--- src/rtl/regfile_write_arbiter_if.sv ---
// Write-port bundle between the writeback requesters (master) and the regfile write arbiter (slave).
interface regfile_write_arbiter_if #(
  parameter int NUM_REQ    = 4,
  parameter int DATA_WIDTH = 32,
  parameter int ADDR_WIDTH = 5
);
  logic [NUM_REQ-1:0]            req_valid;
  logic [NUM_REQ-1:0]            req_ready;
  logic [NUM_REQ*ADDR_WIDTH-1:0] req_addr;
  logic [NUM_REQ*DATA_WIDTH-1:0] req_data;
  logic                          clear_start;
  logic                          clear_busy;
  logic                          clear_done;
  logic                          ctrl_writeEnable;
  logic [ADDR_WIDTH-1:0]         ctrl_writeReg;
  logic [DATA_WIDTH-1:0]         data_writeReg;

  modport master (
    output req_valid, req_addr, req_data, clear_start,
    input  req_ready, clear_busy, clear_done,
    input  ctrl_writeEnable, ctrl_writeReg, data_writeReg
  );

  modport slave (
    input  req_valid, req_addr, req_data, clear_start,
    output req_ready, clear_busy, clear_done,
    output ctrl_writeEnable, ctrl_writeReg, data_writeReg
  );
endinterface

--- src/rtl/regfile_write_arbiter.sv ---
// Round-robin share of the regfile write port plus a zero-clear sequencer for registers 1..31.
// Latency: grant -> registered write 1 cycle; req_ready is combinational and withheld while clearing.
module regfile_write_arbiter #(
  parameter int NUM_REQ    = 4,
  parameter int DATA_WIDTH = 32,
  parameter int ADDR_WIDTH = 5
) (
  input  logic                   clock,
  input  logic                   ctrl_reset_n,
  regfile_write_arbiter_if.slave bus
);
  localparam int PTR_W = $clog2(NUM_REQ);
  localparam logic [ADDR_WIDTH-1:0] LAST_REG = '1;

  typedef enum logic {ARB, CLEAR} state_t;

  state_t                  state_q, state_d;
  logic [PTR_W-1:0]        rr_ptr_q, rr_ptr_d;
  logic [ADDR_WIDTH-1:0]   clr_cnt_q, clr_cnt_d;

  logic                    we_q, we_d;
  logic [ADDR_WIDTH-1:0]   wreg_q, wreg_d;
  logic [DATA_WIDTH-1:0]   wdata_q, wdata_d;
  logic                    busy_q, busy_d;
  logic                    done_q, done_d;

  logic [PTR_W:0]          scan;
  logic                    grant_any;
  logic [PTR_W-1:0]        grant_idx;
  logic [NUM_REQ-1:0]      ready;
  logic                    xfer;
  logic [ADDR_WIDTH-1:0]   sel_addr;
  logic [DATA_WIDTH-1:0]   sel_data;

  // First valid requester at or after rr_ptr, wrapping modulo NUM_REQ.
  always_comb begin
    grant_any = 1'b0;
    grant_idx = '0;
    scan      = '0;
    for (int i = 0; i < NUM_REQ; i++) begin
      scan = {1'b0, rr_ptr_q} + (PTR_W+1)'(i);
      if (scan >= (PTR_W+1)'(NUM_REQ)) begin
        scan = scan - (PTR_W+1)'(NUM_REQ);
      end
      if (!grant_any && bus.req_valid[scan[PTR_W-1:0]]) begin
        grant_any = 1'b1;
        grant_idx = scan[PTR_W-1:0];
      end
    end
  end

  assign sel_addr = bus.req_addr[grant_idx*ADDR_WIDTH +: ADDR_WIDTH];
  assign sel_data = bus.req_data[grant_idx*DATA_WIDTH +: DATA_WIDTH];

  always_ff @(posedge clock or negedge ctrl_reset_n) begin
    if (!ctrl_reset_n) begin
      state_q   <= ARB;
      rr_ptr_q  <= '0;
      clr_cnt_q <= '0;
      we_q      <= 1'b0;
      wreg_q    <= '0;
      wdata_q   <= '0;
      busy_q    <= 1'b0;
      done_q    <= 1'b0;
    end else begin
      state_q   <= state_d;
      rr_ptr_q  <= rr_ptr_d;
      clr_cnt_q <= clr_cnt_d;
      we_q      <= we_d;
      wreg_q    <= wreg_d;
      wdata_q   <= wdata_d;
      busy_q    <= busy_d;
      done_q    <= done_d;
    end
  end

  always_comb begin
    state_d   = state_q;
    rr_ptr_d  = rr_ptr_q;
    clr_cnt_d = clr_cnt_q;
    case (state_q)
      ARB: begin
        if (bus.clear_start) begin
          // Register 1 is issued on this edge, so the counter starts at 2.
          state_d   = CLEAR;
          clr_cnt_d = ADDR_WIDTH'(2);
        end else if (xfer) begin
          rr_ptr_d = (grant_idx == PTR_W'(NUM_REQ - 1)) ? '0 : grant_idx + PTR_W'(1);
        end
      end
      CLEAR: begin
        if (clr_cnt_q == LAST_REG) begin
          state_d   = ARB;
          clr_cnt_d = '0;
        end else begin
          clr_cnt_d = clr_cnt_q + ADDR_WIDTH'(1);
        end
      end
      default: state_d = ARB;
    endcase
  end

  always_comb begin
    ready   = '0;
    xfer    = 1'b0;
    we_d    = 1'b0;
    wreg_d  = wreg_q;
    wdata_d = wdata_q;
    busy_d  = 1'b0;
    done_d  = 1'b0;
    case (state_q)
      ARB: begin
        if (bus.clear_start) begin
          we_d    = 1'b1;
          wreg_d  = ADDR_WIDTH'(1);
          wdata_d = '0;
          busy_d  = 1'b1;
        end else if (grant_any && ctrl_reset_n) begin
          ready = NUM_REQ'(1) << grant_idx;
          xfer  = 1'b1;
          // Writes to register 0 complete the handshake but never reach the regfile.
          if (sel_addr != '0) begin
            we_d    = 1'b1;
            wreg_d  = sel_addr;
            wdata_d = sel_data;
          end
        end
      end
      CLEAR: begin
        we_d    = 1'b1;
        wreg_d  = clr_cnt_q;
        wdata_d = '0;
        busy_d  = 1'b1;
        done_d  = (clr_cnt_q == LAST_REG);
      end
      default: ;
    endcase
  end

  assign bus.req_ready        = ready;
  assign bus.ctrl_writeEnable = we_q;
  assign bus.ctrl_writeReg    = wreg_q;
  assign bus.data_writeReg    = wdata_q;
  assign bus.clear_busy       = busy_q;
  assign bus.clear_done       = done_q;

  a_ready_onehot0: assert property (@(posedge clock) disable iff (!ctrl_reset_n)
    $onehot0(bus.req_ready));
  a_ready_needs_valid: assert property (@(posedge clock) disable iff (!ctrl_reset_n)
    (bus.req_ready & ~bus.req_valid) == '0);
  a_no_grant_in_clear: assert property (@(posedge clock) disable iff (!ctrl_reset_n)
    (state_q == CLEAR) |-> (bus.req_ready == '0));
endmodule
--- src/flat_wrapper.sv ---
// flat-port wrapper written by rule: the top's interface ports become plain ports
module regfile_write_arbiter_flat 
#(
  parameter int NUM_REQ    = 4,
  parameter int DATA_WIDTH = 32,
  parameter int ADDR_WIDTH = 5
)
  (clock, ctrl_reset_n, bus_req_valid, bus_req_addr, bus_req_data, bus_clear_start, bus_req_ready, bus_clear_busy, bus_clear_done, bus_ctrl_writeEnable, bus_ctrl_writeReg, bus_data_writeReg);
  regfile_write_arbiter_if #(.NUM_REQ(NUM_REQ), .DATA_WIDTH(DATA_WIDTH), .ADDR_WIDTH(ADDR_WIDTH)) bus_i ();
  input  logic clock;
  input  logic ctrl_reset_n;
  input wire logic [$bits(bus_i.req_valid)-1:0] bus_req_valid;
  input wire logic [$bits(bus_i.req_addr)-1:0] bus_req_addr;
  input wire logic [$bits(bus_i.req_data)-1:0] bus_req_data;
  input wire logic [$bits(bus_i.clear_start)-1:0] bus_clear_start;
  output wire logic [$bits(bus_i.req_ready)-1:0] bus_req_ready;
  output wire logic [$bits(bus_i.clear_busy)-1:0] bus_clear_busy;
  output wire logic [$bits(bus_i.clear_done)-1:0] bus_clear_done;
  output wire logic [$bits(bus_i.ctrl_writeEnable)-1:0] bus_ctrl_writeEnable;
  output wire logic [$bits(bus_i.ctrl_writeReg)-1:0] bus_ctrl_writeReg;
  output wire logic [$bits(bus_i.data_writeReg)-1:0] bus_data_writeReg;
  assign bus_i.req_valid = bus_req_valid;
  assign bus_i.req_addr = bus_req_addr;
  assign bus_i.req_data = bus_req_data;
  assign bus_i.clear_start = bus_clear_start;
  assign bus_req_ready = bus_i.req_ready;
  assign bus_clear_busy = bus_i.clear_busy;
  assign bus_clear_done = bus_i.clear_done;
  assign bus_ctrl_writeEnable = bus_i.ctrl_writeEnable;
  assign bus_ctrl_writeReg = bus_i.ctrl_writeReg;
  assign bus_data_writeReg = bus_i.data_writeReg;
  regfile_write_arbiter #(.NUM_REQ(NUM_REQ), .DATA_WIDTH(DATA_WIDTH), .ADDR_WIDTH(ADDR_WIDTH)) u_core (.clock(clock), .ctrl_reset_n(ctrl_reset_n), .bus(bus_i));
endmodule
--- config.mk ---
export PLATFORM = sky130hd
export DESIGN_NAME = regfile_write_arbiter_flat
export DESIGN_NICKNAME = d
export VERILOG_FILES = /design/src/rtl/regfile_write_arbiter_if.sv /design/src/rtl/regfile_write_arbiter.sv /design/src/flat_wrapper.sv
export SDC_FILE = /design/constraint.sdc
export NUM_CORES = 1
export LEC_CHECK = 0
export CORE_MARGIN = 3
export CORE_UTILIZATION = 45
export CTS_CLUSTER_DIAMETER = 200
export DETAILED_ROUTE_END_ITERATION = 8
export GPL_ROUTABILITY_DRIVEN = 0
export PLACE_DENSITY = 0.88
export SLEW_MARGIN = 20
export SYNTH_ARGS = -nofsm -noshare
export SYNTH_HDL_FRONTEND = slang
export SYNTH_SLANG_ARGS = --single-unit
--- constraint.sdc ---
create_clock -name clock -period 9.8 [get_ports clock]
set_input_delay 1.96 -clock clock [delete_from_list [all_inputs] [get_ports clock]]
set_output_delay 1.96 -clock clock [all_outputs]
set_load 0.005 [all_outputs]
==> results of run 1 <==
==> logic make-up after synthesis <==
family,Yosys count
multiplexers,101
buffers and inverters,52
AND/OR/NAND/NOR,135
XOR/XNOR,1
AO/OA/AOI/OAI,107
adder cells (fa/ha/maj),6
flip-flops,48
==> per-layer routing <==
metal  vias up  GRT usage, %
li1       2077             -
met1      2125          32.6
met2       258          44.3
met3        18          6.61
met4         0          7.16
met5         -             0
==> power by group through the flow <==
stage               clock [mW]  sequential [mW]  combinational [mW]
detailed placement           0            0.266               0.592
floorplan                    0            0.253               0.425
global placement             0            0.263               0.573
global route             0.133            0.268               0.659
CTS                      0.125            0.262               0.593
finish                   0.123            0.263               0.606
==> cell usage after synthesis (2+ instances only) <==
library cell,number,share of area (%)
o311ai_1,19,4.1
o31ai_1,2,0.37
ha_1,6,1.8
mux2_2,2,0.55
or4_1,2,0.37
dfrtp_1,48,29
buf_1,3,0.28
clkbuf_1,26,2.4
or2_1,2,0.31
inv_1,4,0.37
a32oi_1,6,1.3
nor3_1,2,0.24
buf_2,12,1.5
and3_1,2,0.31
nor2b_1,3,0.46
nor2b_2,2,0.43
buf_4,6,1.1
nor2_1,9,0.83
a21bo_2,4,0.98
a21oi_1,4,0.49
o311ai_0,45,9.6
nor4_1,4,0.61
a221oi_1,4,0.86
and2_1,8,1.2
nor3b_1,7,1.3
o21ai_0,11,1.3
mux2i_1,99,24
nand2_1,50,4.6
nand3_1,40,4.9
==> critical path, delay by kind of cell <==
kind | cells | cell delay (ns)
adder cells (fa/ha/maj) | 1 | 0.21
AND/OR/NAND/NOR | 4 | 1.52
buffers and inverters | 3 | 1.07
==> per-stage QoR <==
stage	total power [mW]	cells	utilization [%]
after floorplan	0.678	450	-
after global placement	0.836	714	69.1
after detailed placement	0.857	714	69.1
after CTS	0.979	722	70.2
after global routing	1.06	723	70.4
final	0.991	723	70.4
==> final timing paths <==
check | start | end | slack, ns
max | bus_req_valid[0] | bus_req_ready[2] | 3.05
min | u_core.bus.ctrl_writeReg[1] | u_core.bus.ctrl_writeReg[1] | 0.52
max reg2reg | u_core.rr_ptr_q[1] | u_core.bus.data_writeReg[30] | 5.23
min reg2reg | u_core.bus.ctrl_writeReg[1] | u_core.bus.ctrl_writeReg[1] | 0.52
max in group asynchronous | ctrl_reset_n | u_core.bus.data_writeReg[23] | 7.59
min in group asynchronous | ctrl_reset_n | u_core.bus.ctrl_writeEnable | 1.75
==> state kept, by name, summed over array words and instances (netlist names) <==
signal                       cells
u_core.bus.ctrl_writeReg         5
u_core.bus.ctrl_writeEnable      1
u_core.clr_cnt_q                 5
u_core.rr_ptr_q                  2
u_core.bus.clear_busy            1
u_core.bus.clear_done            1
u_core.state_q                   1
u_core.bus.data_writeReg        32
==> area by class of cell <==
class	count	area (sq um)	share of cell area [%]
sequential	48	1200	19.5
multi-input combinational	350	2690	43.5
clock inverter	2	10.0	0.162
inverter	4	15.0	0.243
tap	108	135	2.19
clock buffer	6	82.6	1.34
timing repair buffer	205	2040	33.1
==> impl_metrics.yaml, run 1 <==
route:
  wl_per_cell_um: 19.5
  route.met3.wl_um: 1570
  dr.pass1.iters: 5
  ant_nets: 0
  wl_met1_um: 5400
  drt_iter0_drc: 303
  drc: 0
  wl_met2_um: 6940
  avgViaCountPerCell: 6.19
  vias: 4478
  highest_layer: "met4"
  drt_wl_total_um: 14100
cells_and_area:
  final_common_cell: "clkdlybuf4s50_1"
  drive_gt1_share_pct: 5.53
  stdcell_area_sq_mm: 0.00617
  nets: 775
  final_cell_mix: "clkdlybuf4s50_1, mux2i_1, nand2_1"
  syn2layout_area_growth_pct: 50.9
  antennaDiodeCount: 0
  nFillCells: 705
setup_path:
  crit_top_cell: "clkdlybuf4s50_1"
  cp-start-kind: "input pin"
  worst-path-max-fanout: 22
  cpPeakStageDelay_ns: 0.73
  timing_worst_setup_path_type: "in -> out"
  cp-end-kind: "primary output"
  rr_worst_depth: 7
  cp_cell_sequence: "clkdlybuf4s50_1 > nor2b_2 > or4_1 > nand2_4 > inv_1 > ha_1 > and2_1 > clkdlybuf4s50_1"
  critPathSlowestCell: "or4_1"
  worst_ep_required_time_ns: 7.84
  arrival_ns: 4.79
clock_network:
  htree_levels: 2
  cts_tree: "done"
  clk_pin_slew_ns: 0.09
  clockRootBuffer: "clkbuf_8"
  cts_setup_buffers: 0
  numCtsBuffers: 5
  clock_latency_ns: 0.30
  cts_num_sinks: 48
  cts_buffer_depth: 2
  cts-resized-gates: 0
  hold_buffers: 0
power_and_ir_drop:
  power_density_mw_per_mm2: 161
  power_frac_seq_pct: 26.5
  p_switching_mw: 0.441
  ir_worst_vdd_uv: 109
  combPwrFrac_pct: 61.1
  switching_share_pct: 44.4
  power.leakage_nw: 2.32
  intPower_mw: 0.551
  power_frac_clock_pct: 12.4
timing:
  rsz0062_at_grt: "false"
  skew_ns: 0.00959
  timing.fmax_ghz: 0.148
  period_needed_ns: 6.75
  tightest_slew_ns: 1.07
  finalCritPeriodShare_pct: 68.8
  maxSlewViolCount: 0
  hold_viol_final: 0
  timing.hold.ws_ns: 0.521
  finalSetupViolCount: 0
  tns_ns: 0
  relSlewSlack_pct: 27.3
  fin_ws_ns: 3.05
run_status:
  status: "complete, no violations"
yosys:
  async_flop_share_pct: 100
  synth_ff_type: "dfrtp_1"
  synth-xor-area-share_pct: 0.214
  synth-adder-area-share_pct: 1.83
  avgSynthCellArea_sq_um: 9.09
  yosysUniqueCellTypes: 47
  syn_nets: 611
  synthMuxAreaShare_pct: 24.8
  synthCells: 450
  synth_compound_area_share_pct: 21.5
  yosysWarnings: 0
  synth_area_sq_mm: 0.00409
  synth_top_family_by_area: "multiplexers"
  synth-simple-area-share_pct: 16.4
  synth.ff_latch_count: 48
  ys_seq_area_share_pct: 29.4
  synth-edff-count: 0
min_path:
  min_path_type: "reg -> reg"
  hold_depth: 1
global_route:
  grt_pass1_vias: 4357
  grt_use_total_pct: 26.0
  grt_max_degree: 74
  grt.overflow.total: 0
  antenna_found_initial: 0
  grt_pass1_wl_um: 21600
floorplanning:
  die_y_um: 101
  die_width_um: 101
  coreArea_sq_mm: 0.00876
  ioPinCount: 199
  die_area_sq_mm: 0.0103
  start_util_pct: 46.7
  num_rows: 34
job:
  cap_violations: 0
place:
  post-dp-hpwl_um: 10100
  dp_slack_ns: 3.08
  io_buffers: 198
  place_area_sq_mm: 0.00606
Power figures use the tool's default switching activity.
==> run 2: changes to the inputs <==
CORE_UTILIZATION = 42   (was 45)
PLACE_DENSITY = 0.83   (was 0.88)
clock period = 6.7 ns   (was 9.8 ns; I/O delays follow)
==> run 2 against run 1 <==
Compared with the run above:
- combinational power is 43% higher
- sequential power is 46% higher
- worst hold slack better by 0.0011 ns
- setup slack worse by 1.9 ns
- critical path depth stayed put
- total power is 50% higher
- sequential share of layout area is 0.13 points lower
- die area is 6.7% higher
- non-clock buffer count is 1 lower
- register-to-register slack worse by 2.5 ns
- clock-buffer cell count is 1 higher
==> impl_metrics.yaml, run 2 (same netlist as run 1, synthesis figures left out) <==
timing:
  tns_ns: 0
  finalSetupViolCount: 0
  timing.fmax_ghz: 0.180
  hold_viol_final: 0
  tightest_slew_ns: 1.08
  rsz0062_at_grt: "false"
  relSlewSlack_pct: 28.2
  maxSlewViolCount: 0
  skew_ns: 0.0128
  finalCritPeriodShare_pct: 82.9
  period_needed_ns: 5.55
setup_path:
  cp-start-kind: "input pin"
  worst_ep_required_time_ns: 5.36
  worst-path-max-fanout: 28
  cp-end-kind: "primary output"
  r2r_start: "u_core.rr_ptr_q[0]"
  timing_worst_setup_path_type: "in -> out"
  arrival_ns: 4.21
  crit_start: "bus_req_valid[0]"
route:
  drt_iter0_drc: 246
  dr.pass1.iters: 5
  wl_per_cell_um: 18.8
  avgViaCountPerCell: 5.94
  ant_nets: 0
  drc: 0
  vias: 4413
  drt_wl_total_um: 14000
floorplanning:
  die_y_um: 105
  die_area_sq_mm: 0.0110
  start_util_pct: 43.7
  die_width_um: 105
  ioPinCount: 199
  num_rows: 35
  coreArea_sq_mm: 0.00937
cells_and_area:
  antennaDiodeCount: 0
  nFillCells: 784
  largest_reg_flops: 32
  final_common_cell: "clkdlybuf4s50_1"
  stdcell_area_sq_mm: 0.00621
  final_cell_mix: "clkdlybuf4s50_1, mux2i_1, nand2_1"
  syn2layout_area_growth_pct: 51.8
  drive_gt1_share_pct: 5.37
  nets: 774
power_and_ir_drop:
  switching_share_pct: 43.3
  ir_worst_vdd_uv: 169
  p_switching_mw: 0.643
  intPower_mw: 0.842
  power.leakage_nw: 2.33
  power_frac_seq_pct: 25.9
  power_density_mw_per_mm2: 239
  combPwrFrac_pct: 58.4
  power_frac_clock_pct: 15.7
clock_network:
  htree_levels: 2
  cts_num_sinks: 48
  hold_buffers: 0
  cts_buffer_depth: 2
  clockRootBuffer: "clkbuf_8"
  clk_pin_slew_ns: 0.09
  cts-resized-gates: 0
  clock_latency_ns: 0.30
  cts_tree: "done"
  numCtsBuffers: 5
  cts_setup_buffers: 0
min_path:
  min_path_type: "reg -> reg"
  min_from: "u_core.bus.ctrl_writeReg[1]"
job:
  cap_violations: 0
global_route:
  grt_max_degree: 73
  grt_pass1_wl_um: 23000
  grt.overflow.total: 0
  antenna_found_initial: 0
  grt_use_total_pct: 25.1
  grt_pass1_vias: 4542
run_status:
  status: "complete, no violations"
place:
  place_area_sq_mm: 0.00609
  post-dp-hpwl_um: 10100
  io_buffers: 198
-- run 2: final timing paths --
kind / end / slack (ns) / cells after the start
min in group asynchronous: u_core.bus.ctrl_writeReg[4] / 1.22 / 2
worst max register to register: u_core.bus.data_writeReg[7] / 2.69 / 8
worst max-delay path: bus_req_ready[2] / 1.15 / 8
worst min-delay path: u_core.bus.ctrl_writeReg[1] / 0.52 / 1
max in group asynchronous: u_core.bus.data_writeReg[14] / 5.05 / 2
worst min register to register: u_core.bus.ctrl_writeReg[1] / 0.52 / 1
-- run 2: area by class of cell --
class	instances	area (sq um)	share of cell area, %
Clock inverter	1	30.0	0.483
Inverter	4	15.0	0.242
Timing Repair Buffer	204	2020	32.5
Clock buffer	7	96.3	1.55
Tap cell	129	161	2.60
Multi-Input combinational cell	350	2690	43.2
Sequential cell	48	1200	19.3
-- run 2: worst max-delay path, cell delays in order --
cell and delay [ns]:
clkdlybuf4s50_1 0.50, nor2b_2 0.24, or4_1 0.72, nand2_4 0.48, inv_1 0.13, ha_1 0.21
and2_1 0.13, clkdlybuf4s50_1 0.44
-- run 2: through the flow --
step	worst slack, ns	hold WS [ns]	util, %	total power, mW	cells
2_1_floorplan	2.10	0.484	-	0.992	450
3_3_place_gp	1.24	0.506	64.9	1.23	735
3_5_place_dp	1.13	0.495	64.9	1.26	735
4_1_cts	1.14	0.521	66.3	1.49	743
5_1_grt	0.949	0.534	66.3	1.59	743
6_report	1.15	0.522	66.3	1.48	743
-- run 2: power by group through the flow --
stage | Combinational, mW | Clock, mW | Sequential [mW]
after CTS | 0.871 | 0.237 | 0.384
after global placement | 0.841 | 0 | 0.385
after global routing | 0.950 | 0.252 | 0.391
after detailed placement | 0.868 | 0 | 0.389
after floorplan | 0.622 | 0 | 0.370
final | 0.867 | 0.233 | 0.385
-- run 2: metal layers --
metal | global-route usage [%] | wire, um | vias up
met5 | 0 | 0 | -
met4 | 7.22 | 274 | 0
li1 | - | - | 2078
met1 | 31.6 | 5750 | 2086
met3 | 6.49 | 1230 | 21
met2 | 42.6 | 6750 | 228
